File: src/rtl/video_timing_pkg.sv
// Shared 720p60 video timing defaults and total-size helpers for the
// signal generator, encoder top and pattern generators.
package video_timing_pkg;

    localparam int DEF_ACTIVE_H_PIXELS = 1280;
    localparam int DEF_H_FRONT_PORCH   = 110;
    localparam int DEF_H_SYNC_WIDTH    = 40;
    localparam int DEF_H_BACK_PORCH    = 220;
    localparam int DEF_ACTIVE_LINES    = 720;
    localparam int DEF_V_FRONT_PORCH   = 5;
    localparam int DEF_V_SYNC_WIDTH    = 5;
    localparam int DEF_V_BACK_PORCH    = 20;
    localparam int DEF_FPS             = 60;

    localparam int HCOUNT_W = 11;
    localparam int VCOUNT_W = 10;
    localparam int FC_W     = 6;

    function automatic int line_total(input int active, input int front,
                                      input int sync, input int back);
        return active + front + sync + back;
    endfunction

    localparam int DEF_H_TOTAL = line_total(DEF_ACTIVE_H_PIXELS, DEF_H_FRONT_PORCH,
                                            DEF_H_SYNC_WIDTH, DEF_H_BACK_PORCH);
    localparam int DEF_V_TOTAL = line_total(DEF_ACTIVE_LINES, DEF_V_FRONT_PORCH,
                                            DEF_V_SYNC_WIDTH, DEF_V_BACK_PORCH);

endpackage

File: src/rtl/mod_counter.sv
// Modulo-N counter with increment enable; o_wrap flags the increment
// that takes the count from MODULUS-1 back to 0.
module mod_counter #(
    parameter int WIDTH   = 11,
    parameter int MODULUS = 1650
) (
    input  logic             i_clk,
    input  logic             i_rst_n,
    input  logic             i_inc,
    output logic [WIDTH-1:0] o_count,
    output logic             o_wrap
);

    localparam logic [WIDTH-1:0] LAST = WIDTH'(MODULUS - 1);

    logic [WIDTH-1:0] r_count;

    assign o_wrap  = i_inc && (r_count == LAST);
    assign o_count = r_count;

    always_ff @(posedge i_clk or negedge i_rst_n) begin
        if (!i_rst_n) begin
            r_count <= '0;
        end else if (i_inc) begin
            r_count <= o_wrap ? '0 : r_count + 1'b1;
        end
    end

endmodule

File: src/rtl/video_sig_gen.sv
// Raster timing generator: pixel/line counters, sync, active-draw,
// new-frame pulse and frame counter, all registered and mutually aligned.
module video_sig_gen
    import video_timing_pkg::*;
#(
    parameter int ACTIVE_H_PIXELS = DEF_ACTIVE_H_PIXELS,
    parameter int H_FRONT_PORCH   = DEF_H_FRONT_PORCH,
    parameter int H_SYNC_WIDTH    = DEF_H_SYNC_WIDTH,
    parameter int H_BACK_PORCH    = DEF_H_BACK_PORCH,
    parameter int ACTIVE_LINES    = DEF_ACTIVE_LINES,
    parameter int V_FRONT_PORCH   = DEF_V_FRONT_PORCH,
    parameter int V_SYNC_WIDTH    = DEF_V_SYNC_WIDTH,
    parameter int V_BACK_PORCH    = DEF_V_BACK_PORCH,
    parameter int FPS             = DEF_FPS
) (
    input  logic                clk_in,
    input  logic                rst_n_in,
    output logic [HCOUNT_W-1:0] hcount_out,
    output logic [VCOUNT_W-1:0] vcount_out,
    output logic                hs_out,
    output logic                vs_out,
    output logic                ad_out,
    output logic                nf_out,
    output logic [FC_W-1:0]     fc_out
);

    localparam int H_TOTAL = line_total(ACTIVE_H_PIXELS, H_FRONT_PORCH, H_SYNC_WIDTH, H_BACK_PORCH);
    localparam int V_TOTAL = line_total(ACTIVE_LINES, V_FRONT_PORCH, V_SYNC_WIDTH, V_BACK_PORCH);

    localparam logic [HCOUNT_W-1:0] H_ACT      = HCOUNT_W'(ACTIVE_H_PIXELS);
    localparam logic [HCOUNT_W-1:0] H_SYNC_BEG = HCOUNT_W'(ACTIVE_H_PIXELS + H_FRONT_PORCH);
    localparam logic [HCOUNT_W-1:0] H_SYNC_END = HCOUNT_W'(ACTIVE_H_PIXELS + H_FRONT_PORCH + H_SYNC_WIDTH);
    localparam logic [VCOUNT_W-1:0] V_ACT      = VCOUNT_W'(ACTIVE_LINES);
    localparam logic [VCOUNT_W-1:0] V_SYNC_BEG = VCOUNT_W'(ACTIVE_LINES + V_FRONT_PORCH);
    localparam logic [VCOUNT_W-1:0] V_SYNC_END = VCOUNT_W'(ACTIVE_LINES + V_FRONT_PORCH + V_SYNC_WIDTH);
    localparam logic [FC_W-1:0]     FC_LAST    = FC_W'(FPS - 1);

    if (H_TOTAL - 1 >= (1 << HCOUNT_W)) begin : g_h_range_check
        $error("video_sig_gen: H_TOTAL-1 does not fit in hcount_out");
    end
    if (V_TOTAL - 1 >= (1 << VCOUNT_W)) begin : g_v_range_check
        $error("video_sig_gen: V_TOTAL-1 does not fit in vcount_out");
    end
    if (FPS > (1 << FC_W) || FPS < 1) begin : g_fps_range_check
        $error("video_sig_gen: FPS must be within 1..64");
    end

    logic [1:0]          r_rst_sync;
    logic                w_rst_n;
    logic [HCOUNT_W-1:0] w_h;
    logic [VCOUNT_W-1:0] w_v;
    logic                w_h_wrap;
    logic                w_unused_v_wrap;
    logic                w_ad;
    logic                w_hs;
    logic                w_vs;
    logic                w_nf;
    logic                r_started;

    // Assert immediately, release two clocks after rst_n_in rises.
    always_ff @(posedge clk_in or negedge rst_n_in) begin
        if (!rst_n_in) begin
            r_rst_sync <= '0;
        end else begin
            r_rst_sync <= {r_rst_sync[0], 1'b1};
        end
    end

    assign w_rst_n = r_rst_sync[1];

    // Counters run one pixel ahead; the output stage registers their decode,
    // so the first edge after release presents (0,0) while they move to (1,0).
    mod_counter #(
        .WIDTH   (HCOUNT_W),
        .MODULUS (H_TOTAL)
    ) u_hcnt (
        .i_clk   (clk_in),
        .i_rst_n (w_rst_n),
        .i_inc   (1'b1),
        .o_count (w_h),
        .o_wrap  (w_h_wrap)
    );

    mod_counter #(
        .WIDTH   (VCOUNT_W),
        .MODULUS (V_TOTAL)
    ) u_vcnt (
        .i_clk   (clk_in),
        .i_rst_n (w_rst_n),
        .i_inc   (w_h_wrap),
        .o_count (w_v),
        .o_wrap  (w_unused_v_wrap)
    );

    always_comb begin
        w_ad = (w_h < H_ACT) && (w_v < V_ACT);
        w_hs = (w_h >= H_SYNC_BEG) && (w_h < H_SYNC_END);
        w_vs = (w_v >= V_SYNC_BEG) && (w_v < V_SYNC_END);
        w_nf = (w_h == H_ACT) && (w_v == V_ACT);
    end

    always_ff @(posedge clk_in or negedge w_rst_n) begin
        if (!w_rst_n) begin
            r_started  <= 1'b0;
            hcount_out <= '0;
            vcount_out <= '0;
            hs_out     <= 1'b0;
            vs_out     <= 1'b0;
            ad_out     <= 1'b0;
            nf_out     <= 1'b0;
            fc_out     <= '0;
        end else begin
            r_started  <= 1'b1;
            hcount_out <= w_h;
            vcount_out <= w_v;
            hs_out     <= w_hs;
            vs_out     <= w_vs;
            ad_out     <= w_ad;
            nf_out     <= w_nf;
            if (r_started && nf_out) begin
                fc_out <= (fc_out == FC_LAST) ? '0 : fc_out + 1'b1;
            end
        end
    end

endmodule

File: config.mk
export PLATFORM = sky130hd
export DESIGN_NAME = video_sig_gen
export DESIGN_NICKNAME = d
export VERILOG_FILES = /design/src/rtl/video_timing_pkg.sv /design/src/rtl/mod_counter.sv /design/src/rtl/video_sig_gen.sv
export SDC_FILE = /design/constraint.sdc
export NUM_CORES = 1
export LEC_CHECK = 0
export CORE_ASPECT_RATIO = 1.75
export CORE_MARGIN = 2
export CORE_UTILIZATION = 50
export CTS_BUF_LIST = sky130_fd_sc_hd__clkbuf_4 sky130_fd_sc_hd__clkbuf_8
export CTS_CLUSTER_SIZE = 40
export DETAILED_ROUTE_END_ITERATION = 8
export PLACE_DENSITY = 0.77
export SLEW_MARGIN = 20
export SYNTH_ARGS = -nofsm -noshare
export SYNTH_HDL_FRONTEND = slang
export SYNTH_SLANG_ARGS = --single-unit
File: constraint.sdc
create_clock -name clk_in -period 1.6 [get_ports clk_in]
set_input_delay 0.32 -clock clk_in [delete_from_list [all_inputs] [get_ports clk_in]]
set_output_delay 0.32 -clock clk_in [all_outputs]
set_load 0.05 [all_outputs]
==> results_dict.tcl <==
set metrics [dict create \
    status "finished with violations" \
    failed_checks "negative setup slack" \
    grt_max_degree 39 \
    drv_cap 0 \
    synth_edf_count 0 \
    wl_per_cell_um 16.0 \
    fillers 294 \
    grt-ovfl-total 0 \
    fin_nets 284 \
    post-route-period-util 1.05 \
    synthArstFlopShare 1.00 \
    end_kind "flop" \
    finalCriticalPeriod_ns 1.68 \
    drt_iter0_markers 41 \
    synth_top_area_frac 0.603 \
    placement.io_buffers 32 \
    cts_root_buf "clkbuf_8" \
    antenna_found_initial 0 \
    synthCells 199 \
    dp_hpwl_um 3560 \
    io_pins 33 \
    cp_max_fo 5 \
    grt_pass1_vias 1823 \
    peakVddDrop_mv 0.686 \
    drc_errors 0 \
    start_kind "flop" \
    final_hold_viol_count 0 \
    synthToLayoutAreaGrowth_pct 39.5 \
    rows 32 \
    final_core_util 0.723 \
    first_pass_iters 5 \
    rr_worst_depth 4 \
    arrival_ns 1.92 \
    syn-mean-instance-area_sq_um 11.5 \
    synth.area.top_cells "dfrtp_1 60%, ha_1 4.4%, nand3_1 3.5%, o21ai_0 2.8%, xor2_1 2.3%" \
    crit_type "reg2reg" \
    cts_made_buffers 5 \
    rsz0062_at_grt "yes" \
    grtUsageTotal 0.223 \
    ys_seq_elements 55 \
    start_util 0.518 \
    clk_pin_slew_ns 0.09 \
    power_density_mw_per_mm2 734 \
    p_leak_nw 1.53 \
    vias 1866 \
    required_ns 1.84 \
    coreArea_sq_mm 0.00440 \
    clk_latency_ns 0.31 \
    drive_gt1_frac 0.389 \
    cpPeakStageDelay_ns 0.42 \
    synth_seq_area_share 0.603 \
    final.setup.tns_ns -0.474 \
    ant_nets 0 \
    n_antenna_cell 0 \
    wirelength_um 5220 \
    grt_first_pass_wirelength_um 8240 \
    synth_top_cell_by_area "dfrtp_1" \
    cts_sinks 55 \
    final-setup-viol-count 9 \
    cts_buffer_depth 2 \
    fp.dieW_um 55.1 \
    maxSlewViolCount 0 \
    fin_skew_ns 0.00329 \
    cpMostUsedCell "or3_4" \
    ys_types 40 \
    multi_input_area_sq_um 966 \
    cts-htree-levels 2 \
    register_area_sq_mm 0.00138 \
    fmax_mhz 594 \
    hold_path_class "in2async" \
    synth_ff_type "dfrtp_1" \
    syn_area_sq_mm 0.00228 \
    vias_per_cell 5.72 \
    timing.final.ws_setup_ns -0.0843 \
    die_area_sq_mm 0.00514 \
    cts_tree "yes" \
    place_congestion 0.833 \
    slowest_stage "or3_4" \
    worstPathCellList "or3_4, or3_4, or3_1, o21ai_1" \
    die_h_um 93.4 \
    ys_warn_count 0 \
]
-- layout by cell type, fill, tap and decap left out, drive strengths merged, types with 2 or more instances in the layout --
cell type,Yosys,routed
buf,1,70
dfrtp,55,55
nand3,16,16
nand2,13,13
o21ai,13,13
nor2,12,12
inv,9,9
or3,7,8
ha,8,8
and3,6,6
nand4,6,6
xor2,6,6
clkbuf,4,6
nor3,6,6
xnor2,5,5
a31oi,4,4
and2,4,4
a21oi,4,4
nand4b,2,2
conb,1,2
-- repair_timing --
item / 4_1_cts / 5_1_grt
hold buffers: 0 / 0
resized for setup: 4 / 21
pin swaps: 3 / 6
setup buffers: 3 / 3
cloned: 0 / 1
setup endpoints to repair: 12 / 16
endpoints found under the hold margin: 0 / 0
-- synthesized netlist by cell type (3+ instances only) --
| cell | count |
|---|---|
| ha_1 | 8 |
| a21oi_1 | 4 |
| clkbuf_1 | 4 |
| and3_1 | 6 |
| xor2_1 | 6 |
| nor2_1 | 12 |
| a31oi_1 | 4 |
| o21ai_0 | 13 |
| xnor2_1 | 5 |
| or3_1 | 5 |
| nand3_1 | 16 |
| nor3_1 | 5 |
| dfrtp_1 | 55 |
| nand4_1 | 6 |
| inv_1 | 9 |
| nand2_1 | 13 |
| and2_1 | 3 |
-- final cells by class --
| class | count | area share |
|---|---|---|
| multi-input cells | 132 | 0.303 |
| inverters | 9 | 0.0106 |
| repair buffers | 71 | 0.198 |
| flip-flops and latches | 55 | 0.433 |
| clock buffers | 6 | 0.0240 |
| well taps | 51 | 0.0200 |
| clock inverters | 2 | 0.0118 |
-- routing by layer --
metal,share of wire,up-vias,wire length [um],GRT usage
met1,0.36,904,1900,0.243
met5,0,-,0,0
met4,0.041,0,216,0.112
li1,-,853,-,-
met3,0.051,24,268,0.0447
met2,0.54,85,2840,0.388
-- path summary, 6_finish.rpt --
path                                   start           endpoint  slack (ns)
min reg2reg                    r_rst_sync[1]      hcount_out[7]        0.20
max in group asynchronous      r_rst_sync[1]      vcount_out[3]        0.89
min in group clk_in            r_rst_sync[0]      r_rst_sync[1]        0.39
min                                 rst_n_in      r_rst_sync[0]        0.17
max reg2reg                u_hcnt.o_count[7]  u_vcnt.o_count[5]       -0.08
max                        u_hcnt.o_count[7]  u_vcnt.o_count[5]       -0.08
-- registers in the layout, summed over array words and instances, names as in the netlist --
name and count:
r_rst_sync 2, vcount_out 10, vs_out 1, hs_out 1, nf_out 1, hcount_out 11
ad_out 1, u_hcnt.o_count 11, fc_out 6, r_started 1, u_vcnt.o_count 10
-- critical path: cells and delay by family, from the launching register on --
family | cells | cell delay (ns)
AND/OR/NAND/NOR | 3 | 1.14
AO/OA/AOI/OAI | 1 | 0.08
flip-flops | 1 | 0.39
-- stage by stage --
step / hold WS (ns) / power (W) / instance area (sq um) / instances / worst slack, ns
finish: 0.167 / 0.00234 / 3180 / 326 / -0.0843
global route: 0.149 / 0.00243 / 3180 / 326 / -0.129
floorplan: 0.0244 / 0.00144 / 2310 / 200 / -0.0725
global placement: 0.180 / 0.00146 / 2910 / 311 / -0.00200
CTS: 0.163 / 0.00236 / 3060 / 322 / -0.0729
detailed placement: 0.192 / 0.00146 / 2910 / 311 / -0.0595
-- where the power goes --
part / leakage [nW] / switching, W / internal (W)
Sequential: 0.722 / 0.00000929 / 0.00139
Clock: 0.0548 / 0.000426 / 0.000484
Combinational: 0.752 / 0.0000184 / 0.00000708
Total: 1.53 / 0.000454 / 0.00188
-- kinds of logic after synthesis --
kind of cell    count (synthesis)  share of synthesized area
buf+inv                        14                     0.0263
simple gates                   79                      0.192
flops                          55                      0.603
xor+xnor                       11                     0.0422
fa+ha+maj                       8                     0.0438
mux                             1                    0.00493
other cells                     1                    0.00164
compound gates                 30                     0.0866
Note: power is estimated with default switching activity, not from simulation.
